==> config.mk <==
export PLATFORM = sky130hd
export DESIGN_NAME = shift_sequencer
export DESIGN_NICKNAME = d
export VERILOG_FILES = /design/src/rtl/shift_pkg.sv /design/src/rtl/shift_step.sv /design/src/rtl/shift_sequencer.sv
export SDC_FILE = /design/constraint.sdc
export NUM_CORES = 1
export LEC_CHECK = 0
export CORE_AREA = 4 4 58 60
export DETAILED_ROUTE_END_ITERATION = 7
export DIE_AREA = 0 0 62 64
export PLACE_DENSITY = 0.94
export SLEW_MARGIN = 10
export SYNTH_ARGS = -nofsm -noshare
export SYNTH_HDL_FRONTEND = slang
export SYNTH_HIERARCHICAL = 1
export SYNTH_SLANG_ARGS = --single-unit
==> constraint.sdc <==
create_clock -name clk -period 8.53 [get_ports clk]
set_input_delay 0.853 -clock clk [delete_from_list [all_inputs] [get_ports clk]]
set_output_delay 0.853 -clock clk [all_outputs]
set_load 0.01 [all_outputs]
==> src/rtl/shift_pkg.sv <==
// Shared encodings and FSM state type for the multi-cycle shift engine.
// Used by shift_sequencer and its single-pass datapath shift_step.
package shift_pkg;

    localparam logic [1:0] SEL_LSH = 2'd0;
    localparam logic [1:0] SEL_ASH = 2'd1;
    localparam logic [1:0] SEL_ROT = 2'd2;
    localparam logic [1:0] SEL_ILL = 2'd3;

    localparam logic DIR_LEFT  = 1'b0;
    localparam logic DIR_RIGHT = 1'b1;

    typedef enum logic [1:0] {
        IDLE,
        RUN,
        DONE
    } state_t;

endpackage

==> src/rtl/shift_step.sv <==
// Purpose: one shift pass of up to bit_size-1 positions, reporting any 1 pushed out of the MSB.
// Latency: purely combinational.
// Backpressure: none; the caller decides when the result is registered.
module shift_step
    import shift_pkg::*;
#(
    parameter int bit_size = 4,
    parameter int step_w   = $clog2(bit_size)
) (
    input  logic [bit_size-1:0] acc,
    input  logic [step_w-1:0]   step,
    input  logic                direction,
    input  logic [1:0]          sel,
    output logic [bit_size-1:0] result,
    output logic                lost_one
);

    // Double-width left shift so the bits leaving the MSB end land in the upper half.
    logic [2*bit_size-1:0] left_ext;

    always_comb begin
        left_ext = {{bit_size{1'b0}}, acc} << step;
        result   = acc;
        lost_one = 1'b0;
        case (sel)
            SEL_LSH, SEL_ASH: begin
                if (direction == DIR_LEFT) begin
                    result   = left_ext[bit_size-1:0];
                    lost_one = |left_ext[2*bit_size-1:bit_size];
                end else if (sel == SEL_ASH) begin
                    result = $unsigned($signed(acc) >>> step);
                end else begin
                    result = acc >> step;
                end
            end
            SEL_ROT: begin
                // A zero step makes the complementary shift equal bit_size, which yields 0.
                if (direction == DIR_RIGHT) begin
                    result = (acc >> step) | (acc << (bit_size - step));
                end else begin
                    result = (acc << step) | (acc >> (bit_size - step));
                end
            end
            default: result = '0;
        endcase
    end

endmodule

==> src/rtl/shift_sequencer.sv <==
// Purpose: executes shift counts wider than the datapath as repeated passes of <= bit_size-1 bits.
// Latency: result valid after ceil(amount/(bit_size-1)) RUN cycles; zero amount or illegal sel skip RUN.
// Backpressure: one command in flight; in_ready low until the result is taken, DONE holds while out_ready low.
module shift_sequencer
    import shift_pkg::*;
#(
    parameter int bit_size = 4,
    parameter int amt_w    = 8
) (
    input  logic                clk,
    input  logic                rst_n,
    input  logic                in_valid,
    output logic                in_ready,
    input  logic [bit_size-1:0] in_data,
    input  logic [amt_w-1:0]    in_amount,
    input  logic                in_direction,
    input  logic [1:0]          in_sel,
    output logic                out_valid,
    input  logic                out_ready,
    output logic [bit_size-1:0] out_data,
    output logic                out_overflow,
    output logic                busy
);

    localparam int               step_w   = $clog2(bit_size);
    localparam logic [amt_w-1:0] MAX_STEP = amt_w'(bit_size - 1);

    state_t              state, state_nxt;
    logic [bit_size-1:0] acc, acc_nxt;
    logic [amt_w-1:0]    remaining, remaining_nxt;
    logic                ovf, ovf_nxt;
    logic                dir_q, dir_nxt;
    logic [1:0]          sel_q, sel_nxt;

    logic [amt_w-1:0]    step_amt;
    logic [bit_size-1:0] pass_result;
    logic                pass_lost;

    assign step_amt = (remaining < MAX_STEP) ? remaining : MAX_STEP;

    shift_step #(
        .bit_size (bit_size),
        .step_w   (step_w)
    ) u_step (
        .acc       (acc),
        .step      (step_amt[step_w-1:0]),
        .direction (dir_q),
        .sel       (sel_q),
        .result    (pass_result),
        .lost_one  (pass_lost)
    );

    always_comb begin
        state_nxt     = state;
        acc_nxt       = acc;
        remaining_nxt = remaining;
        ovf_nxt       = ovf;
        dir_nxt       = dir_q;
        sel_nxt       = sel_q;
        in_ready      = 1'b0;
        out_valid     = 1'b0;
        case (state)
            IDLE: begin
                in_ready = 1'b1;
                if (in_valid) begin
                    acc_nxt       = in_data;
                    remaining_nxt = in_amount;
                    ovf_nxt       = 1'b0;
                    dir_nxt       = in_direction;
                    sel_nxt       = in_sel;
                    if (in_sel == SEL_ILL) begin
                        acc_nxt   = '0;
                        state_nxt = DONE;
                    end else if (in_amount == '0) begin
                        state_nxt = DONE;
                    end else begin
                        state_nxt = RUN;
                    end
                end
            end
            RUN: begin
                acc_nxt       = pass_result;
                ovf_nxt       = ovf | pass_lost;
                remaining_nxt = remaining - step_amt;
                if (remaining_nxt == '0) begin
                    state_nxt = DONE;
                end
            end
            DONE: begin
                out_valid = 1'b1;
                if (out_ready) begin
                    state_nxt = IDLE;
                end
            end
            default: state_nxt = IDLE;
        endcase
    end

    always_ff @(posedge clk or negedge rst_n) begin
        if (!rst_n) begin
            state     <= IDLE;
            acc       <= '0;
            remaining <= '0;
            ovf       <= 1'b0;
            dir_q     <= DIR_LEFT;
            sel_q     <= SEL_LSH;
        end else begin
            state     <= state_nxt;
            acc       <= acc_nxt;
            remaining <= remaining_nxt;
            ovf       <= ovf_nxt;
            dir_q     <= dir_nxt;
            sel_q     <= sel_nxt;
        end
    end

    assign out_data     = acc;
    assign out_overflow = ovf;
    assign busy         = (state != IDLE);

endmodule

* Word level (Yosys, flattened, before mapping)
Cells that the tools add are included.
** Cells by class
- Shift-type cells :: 6
- Bitwise gates (word level) :: 3
- Order comparisons :: 1
- Muxes and demuxes :: 22
- Reductions and logical operators :: 11
- Equal/unequal tests :: 8
- Add/sub/neg operators :: 2
** Operator list (count)
- 4-bit by 32-bit << shifter with 4-bit output :: 1
- 4-bit by 32-bit >> shifter with 4-bit output :: 1
- 4-bit 2-to-1 mux :: 5
- 8-bit zero test :: 2
- 8-bit 2-to-1 mux :: 2
- 4-bit case mux with 2 select lines :: 2
- 8-bit case mux with 2 select lines :: 1
- 2-bit 2-to-1 mux :: 5
- 8-bit by 2-bit < comparator with 1-bit output (second input constant) :: 1
- 4-bit OR :: 2
- 4-bit by 2-bit << shifter with 8-bit output :: 1
- 8-bit subtractor :: 1
- 2-bit == test (second input constant) :: 3
- 2-bit inequality test (second input constant) :: 3
- 2-bit case mux with 3 select lines :: 1
- 1-bit 2-to-1 mux :: 5
- 2-bit by 1-bit == test with 1-bit output (second input constant) :: 2
- 2-bit zero test :: 2
- 2-bit AND reduction :: 2
- 2-bit nonzero test :: 2
- 4-bit OR reduction :: 1
- 4-bit by 2-bit << shifter with 4-bit output :: 1
- 4-bit by 2-bit >> shifter with 4-bit output :: 1
- 4-bit by 2-bit >>> shifter with 4-bit output :: 1
- other kinds (5) :: 5
** Word-level totals
- Output and inout bits :: 8
- Flip-flop bits (word level) :: 18

* Logic depth before layout (Yosys ltp)
Gate-level depths: netlist (run 1).
- Depth in word-level cells :: 8
- Mapped depth :: 13

* Cells and area by module
The synthesis (run 1) kept the hierarchy.
** Modules (own cells, without submodules)
- shift_sequencer :: instances 1, seq. area each 450.4 sq um, area each 1036.0 sq um, cells each 122
- shift_step :: instances 1, seq. area each 0.0 sq um, area each 534.3 sq um, cells each 78

* Least setup slack after synthesis (run 1)
No wires, ideal clock.
- Path type :: register to register
- From :: register remaining[5]
- To :: register acc[0], in the netlist out_data[0]
- Buffers on the path :: 1
- Path slack :: 5.687 ns
- Arrival :: 2.716 ns
- Period minus slack after synthesis :: 2.843 ns
- Required time :: 8.403 ns
- Stages on the path, launching flop included :: 13
- Cell sequence :: dfrtp_1 nor3_4 nand3_1 or2_2 buf_6 inv_1 ha_1 mux4_2 a22o_1 a211oi_2 a211oi_1 a222oi_1 inv_1
** Between the ends
- Cells in the longest elaborated chain, start to end :: 8
** RTL lines
- from (decl) :: line shift_sequencer.sv:30 : logic [amt_w-1:0] remaining, remaining_nxt;
- from (signal assigned) :: line shift_sequencer.sv:110 : remaining <= remaining_nxt;
- 8-bit by 2-bit < comparator with 1-bit output (*) :: line shift_sequencer.sv:39 : assign step_amt = (remaining < MAX_STEP) ? remaining : MAX_STEP;
- 8-bit 2-to-1 mux (*) :: line shift_sequencer.sv:39
- net step_amt[0] :: line shift_sequencer.sv:35 : logic [amt_w-1:0] step_amt;
- 3-bit by 2-bit subtractor with 4-bit output :: line shift_step.sv:39, shift_step.sv:41
- 4-bit by 32-bit >> shifter with 4-bit output or 4-bit by 32-bit << shifter with 4-bit output (tied branches) :: line shift_step.sv:41, shift_step.sv:39
- 4-bit OR, on equally long branches :: line shift_step.sv:41, shift_step.sv:39
- 4-bit 2-to-1 mux :: line shift_step.sv:38 : if (direction == DIR_RIGHT) begin
- 4-bit case mux with 2 select lines (*) :: line shift_step.sv:25 : case (sel)
- net pass_result[0] :: line shift_sequencer.sv:36 : logic [bit_size-1:0] pass_result;
- 4-bit case mux with 2 select lines (*) :: line shift_sequencer.sv:62 : case (state)
- to (signal assigned) :: line shift_sequencer.sv:109 : acc <= acc_nxt;
- to (decl) :: line shift_sequencer.sv:29 : logic [bit_size-1:0] acc, acc_nxt;
The timed path passes the listed nets; every way through them passes the cells marked *.
A chain may end at the register's enable or synchronous reset.

* Worst setup path in the final report (run 1)
- From :: register remaining[0]
- To :: register acc[0], in the netlist out_data[0]
** Between the ends
- Cells in the longest elaborated chain, start to end :: 8
** RTL lines (line)
- 8-bit by 2-bit < comparator with 1-bit output :: shift_sequencer.sv:39
- 8-bit 2-to-1 mux (*) :: shift_sequencer.sv:39
- net step_amt[0] :: shift_sequencer.sv:35
- 3-bit by 2-bit subtractor with 4-bit output :: shift_step.sv:39, shift_step.sv:41
- 4-bit by 32-bit >> shifter with 4-bit output or 4-bit by 32-bit << shifter with 4-bit output (tied branches) :: shift_step.sv:41, shift_step.sv:39
- 4-bit OR, on equally long branches :: shift_step.sv:41, shift_step.sv:39
- 4-bit 2-to-1 mux :: shift_step.sv:38
- 4-bit case mux with 2 select lines (*) :: shift_step.sv:25
- net pass_result[0] :: shift_sequencer.sv:36
- 4-bit case mux with 2 select lines (*) :: shift_sequencer.sv:62
Marked as above.

==> impl_metrics.csv, run 1 <==
group,metric,value,unit
worst_setup_path,critPathLaunchType,"register",
clock_tree,numCtsBuffers,3,
global_route,grt_pass1_wl,6650,um
global_route,grt_busiest_layer,"met2",
sta,worst_pin_slew,1.07,ns
final_layout,fin_area,1840,um2
die,fp.dieH,64,um
global_route,grt_max_degree,20,
power,leakagePower,0.797,nW
final_layout,final_util,62.9,%
synthesis,post_synth.cell_area_avg,7.85,um2
die,die_x,62,um
clock_tree,clock-sinks,18,
final_layout,drive_gt1_share,5.48,%
synthesis,syn_nets,222,
sta,rsz0062_at_grt,"false",
global_route,use_met3,2.02,%
route,wl_per_cell,16.3,um
synthesis,yosys.area_share.xor_xnor,0,%
power,vdd_drop_max,0.206,mV
sta,tns,0,ns
clock_tree,cts_root_buf,"clkbuf_4",
power,p_total,0.602,mW
worst_setup_path,arrival,3.58,ns
final_layout,num-fill-cells,244,
global_route,use_met1,31.0,%
sta,fin_crit,3.38,ns
synthesis,synth_seq_area_share,28.7,%
synthesis,synth_cell_types,49,
worst_setup_path,cp-end-kind,"register",
clock_tree,htree_levels,1,
clock_tree,cts_max_path_buffers,2,
global_route,track_usage,21.8,%
die,core_region_area,2930,um2
clock_tree,clock_latency,0.31,ns
worst_setup_path,crit_required,8.73,ns
synthesis,netlist_area,1570,um2
die,row_count,20,
synthesis,synth_seq_cells,18,
sta,setup_viol,0,
final_layout,layout_commonest_cell,"nand2_1",
synthesis,synth_edf_count,0,
final_layout,diodes,0,
sta,clock.fmax,0.295,GHz
worst_setup_path,worst-setup-path-type,"register to register",
die,start_util,53.6,%
die,fp.dieArea,3970,um2
clock_tree,ctsHoldBuffers,0,
synthesis,synth-compound-area-share,29.2,%
sta,fin_crit_sh,39.7,%
global_route,first_global_vias,1420,
route,drtIter0Drc,153,
final_layout,nets,242,
synthesis,synth_top_family_by_area,"compound AO/OA/AOI/OAI gates",
worst_setup_path,reg2reg_from,"remaining[0]",
worst_setup_path,worst-path-max-fanout,19,
global_route,use_met2,34.7,%
synthesis,yosysWarningCount,6,
min_path,min_from,"out_overflow",
route,drt-total-wl,4120,um
clock_tree,cts_tree,"done",
die,pin_count,27,
synthesis,synth-async-reset-ratio,100,%
sta,finalHoldViolations,0,
sta,drv_slew,0,
route,drc,0,
synthesis,synthCells,200,
clock_tree,cts_setup_buffers,0,
job,cap_violations,0,
sta,max-slew-margin-rel,28.1,%
global_route,antenna_found_initial,0,
route,vias,1640,
synthesis,synth_fa_ha_area_share,2.39,%
synthesis,synth_flop_cell,"dfrtp_1",
route,drtAntennaViolNets,0,
final_layout,area_growth,17.3,%
synthesis,muxShareOfSynthArea,8.21,%
min_path,hold_path.class,"register to register",
sta,clock_skew,0.00257,ns
clock_tree,clk_pin_slew,0.11,ns
route,vias_per_cell,6.51,
place,io_buffers,26,
status,outcome,"completed",
worst_setup_path,setup.worst_path.start,"remaining[0]",
clock_tree,post_cts_resize_count,0,
place,hpwl,2970,um
final_layout,layout_common_cells,"nand2_1, clkdlybuf4s50_1, o21ai_0, dfrtp_1, nor2_1",
place,placed_area,1810,um2
sta,hold_ws,0.553,ns
synthesis,synthSimpleGateAreaFrac,24.2,%
route,dr.pass1.iters,4,
place,gp_congestion,0.973,
global_route,gr-total-overflow,0,
power,powerDensity,327,nW/um2
[final timing paths]
| path | depth (start not counted) | slack [ns] | endpoint |
|---|---|---|---|
| max | 11 | 5.15 | out_data[0] |
| min | 2 | 0.55 | out_overflow |
| max reg2reg | 11 | 5.15 | out_data[0] |
| min reg2reg | 2 | 0.55 | out_overflow |
| max in group asynchronous | 1 | 7.01 | out_data[0] |
| min in group asynchronous | 1 | 1.01 | remaining[4] |
[per-layer routing]
metal / part of all wire, % / up-vias
met4: 2.9 / 0
li1: - / 779
met1: 44 / 767
met3: 6.7 / 19
met2: 46 / 75
met5: 0 / -
[sequential cells by signal, indices dropped and copies added, names as in the netlist]
register,flops
remaining,8
out_data,4
sel_q,2
state,2
dir_q,1
out_overflow,1
[logic make-up after synthesis]
logic type / Yosys count
adders and majority gates: 3
muxes: 10
and+or+nand+nor: 77
AOI/OAI and AO/OA: 68
DFF: 18
buffers and inverters: 24
[through the flow]
| step | std cells | setup slack [ns] |
|---|---|---|
| 2_1_floorplan | 200 | 5.69 |
| 3_3_place_gp | 248 | 5.33 |
| 3_5_place_dp | 248 | 5.21 |
| 4_1_cts | 252 | 5.18 |
| 5_1_grt | 252 | 4.95 |
| 6_report | 252 | 5.15 |
[critical path, stage by stage, from the launching register on]
cell and delay [ns]:
dfrtp_1 0.46, a21oi_2 0.29, nand3_1 0.20, or2_2 0.48
inv_1 0.23, ha_1 0.38, mux4_2 0.36, a22o_1 0.25
a211oi_2 0.14, a211oi_1 0.07, a222oi_1 0.31, inv_1 0.08
[Yosys cell counts (4+ instances only)]
cell | count | area share [%]
inv_1 | 13 | 3.1
o21ai_0 | 18 | 5.7
mux2i_1 | 8 | 5.1
nor3_1 | 5 | 1.6
nor2_1 | 16 | 3.8
a211oi_1 | 4 | 1.9
buf_2 | 5 | 1.6
nand3_1 | 6 | 1.9
nand2b_1 | 7 | 2.8
dfrtp_1 | 18 | 29
a21oi_1 | 14 | 4.5
nand2_1 | 27 | 6.5
[cell type report]
class                           instances  area (um2)  area share (%)
Sequential cell                        18         450            24.5
Timing Repair Buffer                   26         260            14.1
Inverter                               13        48.8            2.65
Clock buffer                            4        36.3            1.97
Tap cell                               33        41.3            2.24
Multi-Input combinational cell        158        1000            54.6
[power breakdown]
group | leakage [nW] | total [mW] | internal [mW] | switching (mW)
registers | 0.221 | 0.210 | 0.125 | 0.0854
clock network | 0.0210 | 0.0561 | 0.0261 | 0.0300
logic | 0.554 | 0.335 | 0.159 | 0.177
No activity file was read; power rests on OpenSTA's default activity.
==> run 2, diff against run 1 <==
Settings changed: CORE_AREA 4 4 58 60 to 4 4 60 62, DIE_AREA 0 0 62 64 to 0 0 64 66, PLACE_DENSITY 0.94 to 0.89.
Clock period 8.53 ns to 3.3 ns, I/O delays scaled along.
==> impl_metrics.csv, run 2 (same netlist as run 1, synthesis figures left out) <==
group,metric,value,unit
status,outcome,"completed",
worst_setup_path,critPathLaunchType,"register",
worst_setup_path,worst-path-max-fanout,10,
clock_tree,htree_levels,1,
worst_setup_path,crit_chain,"nor3_4 -> nand3_1 -> or2_2 -> inv_1 -> ha_1 -> buf_4 -> mux2i_1 -> o21ai_0 -> a211oi_1 -> a2111oi_1 -> a222oi_1 -> inv_1",
worst_setup_path,worst-setup-path-type,"register to register",
final_layout,area_growth,19.0,%
sta,clock.fmax,0.321,GHz
sta,tns,0,ns
worst_setup_path,slowest_stage,"dfrtp_1",
die,start_util,51.9,%
sta,fin_crit_sh,94.3,%
die,die_x,64,um
sta,fin_crit,3.11,ns
place,post-place-ws,0.202,ns
power,p_int,0.786,mW
sta,finalHoldViolations,0,
die,core_region_area,3030,um2
final_layout,nets,245,
power,vdd_drop_max,0.439,mV
route,dr_wl_met2,1800,um
power,p_sw,0.743,mW
global_route,grt_max_degree,19,
worst_setup_path,cp-end-kind,"register",
power,powerDensity,818,nW/um2
route,wl_per_cell,15.4,um
route,top_layer_used,"met4",
die,pin_count,27,
die,row_count,20,
sta,hold_ws,0.478,ns
worst_setup_path,arrival,3.30,ns
clock_tree,cts_tree,"done",
sta,worst_slack,0.189,ns
worst_setup_path,path_buf_inv,3,
sta,rsz0062_at_grt,"false",
route,wl_met1,1830,um
sta,drv_slew,0,
place,io_buffers,26,
sta,clock_skew,0.00554,ns
power,leakagePower,0.806,nW
route,dr.pass1.iters,5,
die,fp.dieArea,4220,um2
die,fp.dieH,66,um
route,drt-total-wl,4090,um
global_route,first_global_vias,1557,
sta,worst_pin_slew,0.792,ns
clock_tree,cts_root_buf,"clkbuf_4",
min_path,hold_path.class,"input port to asynchronous set/reset pin",
final_layout,largest_register_ffs,8,
global_route,grt_pass1_wl,7050,um
job,cap_violations,0,
route,vias_per_cell,6.21,
place,hpwl,3050,um
route,drtIter0Drc,166,
final_layout,final_util,61.7,%
route,drc,0,
final_layout,regMostFlops,"remaining",
power,p_total,1.53,mW
worst_setup_path,slowest_delay,0.49,ns
power,comb_power_share,56.4,%
global_route,antenna_found_initial,0,
route,dr_wl_met3,389,um
final_layout,layout_commonest_cell,"nand2_1",
final_layout,drive_gt1_share,6.33,%
clock_tree,clk_pin_slew,0.11,ns
worst_setup_path,critPathTopFamily,"compound AO/OA/AOI/OAI gates",
clock_tree,cts_max_path_buffers,2,
place,gp_congestion,0.970,
route,drtAntennaViolNets,0,
worst_setup_path,crit_required,3.49,ns
final_layout,diodes,0,
final_layout,layout_common_cells,"nand2_1, clkdlybuf4s50_1, o21ai_0, dfrtp_1, nor2_1",
power,p_seq_share,36.1,%
clock_tree,ctsHoldBuffers,0,
global_route,gr-total-overflow,0,
global_route,track_usage,20.8,%
power,swShare,48.6,%
clock_tree,numCtsBuffers,3,
worst_setup_path,path_common_cell,"inv_1",
clock_tree,clock_latency,0.30,ns
sta,setup_viol,0,
route,vias,1646,
clock_tree,clock-sinks,18,
power,pwr-share-clk,7.5,%
sta,max-slew-margin-rel,47.0,%
[run 2: layout make-up]
type	count	area [um2]
flip-flops and latches	18	450
clock buffers	3	22.5
repair buffers	29	283
fillers	280	1160
inverters	13	48.8
well taps	44	55.1
multi-input cells	158	1010
[run 2: per-layer routing]
layer	vias up	global-route usage [%]
met3	11	2.38
li1	781	-
met4	0	7.55
met2	88	33.2
met1	766	29.0
met5	-	0
[run 2: what timing repair did]
item	in CTS	in global routing
gates resized for setup	0	2
setup buffers	0	0
endpoints found under the hold margin	0	0
setup endpoints to repair	0	3
[run 2: worst paths after layout]
path | from | endpoint | slack (ns) | cells past startpoint
max in group asynchronous | rst_n | remaining[2] | 2.33 | 1
worst max-delay path | remaining[3] | out_data[1] | 0.19 | 12
min in group clk | in_direction | dir_q | 0.56 | 3
worst max register to register | remaining[3] | out_data[1] | 0.19 | 12
worst min-delay path | rst_n | remaining[7] | 0.48 | 1
worst min register to register | out_overflow | out_overflow | 0.58 | 2
[run 2: power groups by stage]
stage          sequential [mW]  clock (mW)  combinational, mW
2_1_floorplan            0.443           0              0.687
3_3_place_gp             0.536           0              0.834
3_5_place_dp             0.547           0              0.848
4_1_cts                  0.541       0.116              0.853
5_1_grt                  0.578       0.125              0.965
6_report                 0.552       0.114              0.862
[run 2: through the flow]
step / instance area, um2 / instances
after detailed placement: 1840 / 262
after global placement: 1840 / 262
final: 1870 / 265
after global routing: 1870 / 265
after CTS: 1860 / 265
after floorplan: 1570 / 200
[run 2: worst register-to-register path, stage by stage (launching register included)]
cell and delay [ns]:
dfrtp_1 0.49, nor3_4 0.26, nand3_1 0.20, or2_2 0.33, inv_1 0.22, ha_1 0.30
buf_4 0.18, mux2i_1 0.15, o21ai_0 0.09, a211oi_1 0.28, a2111oi_1 0.09, a222oi_1 0.36
inv_1 0.07
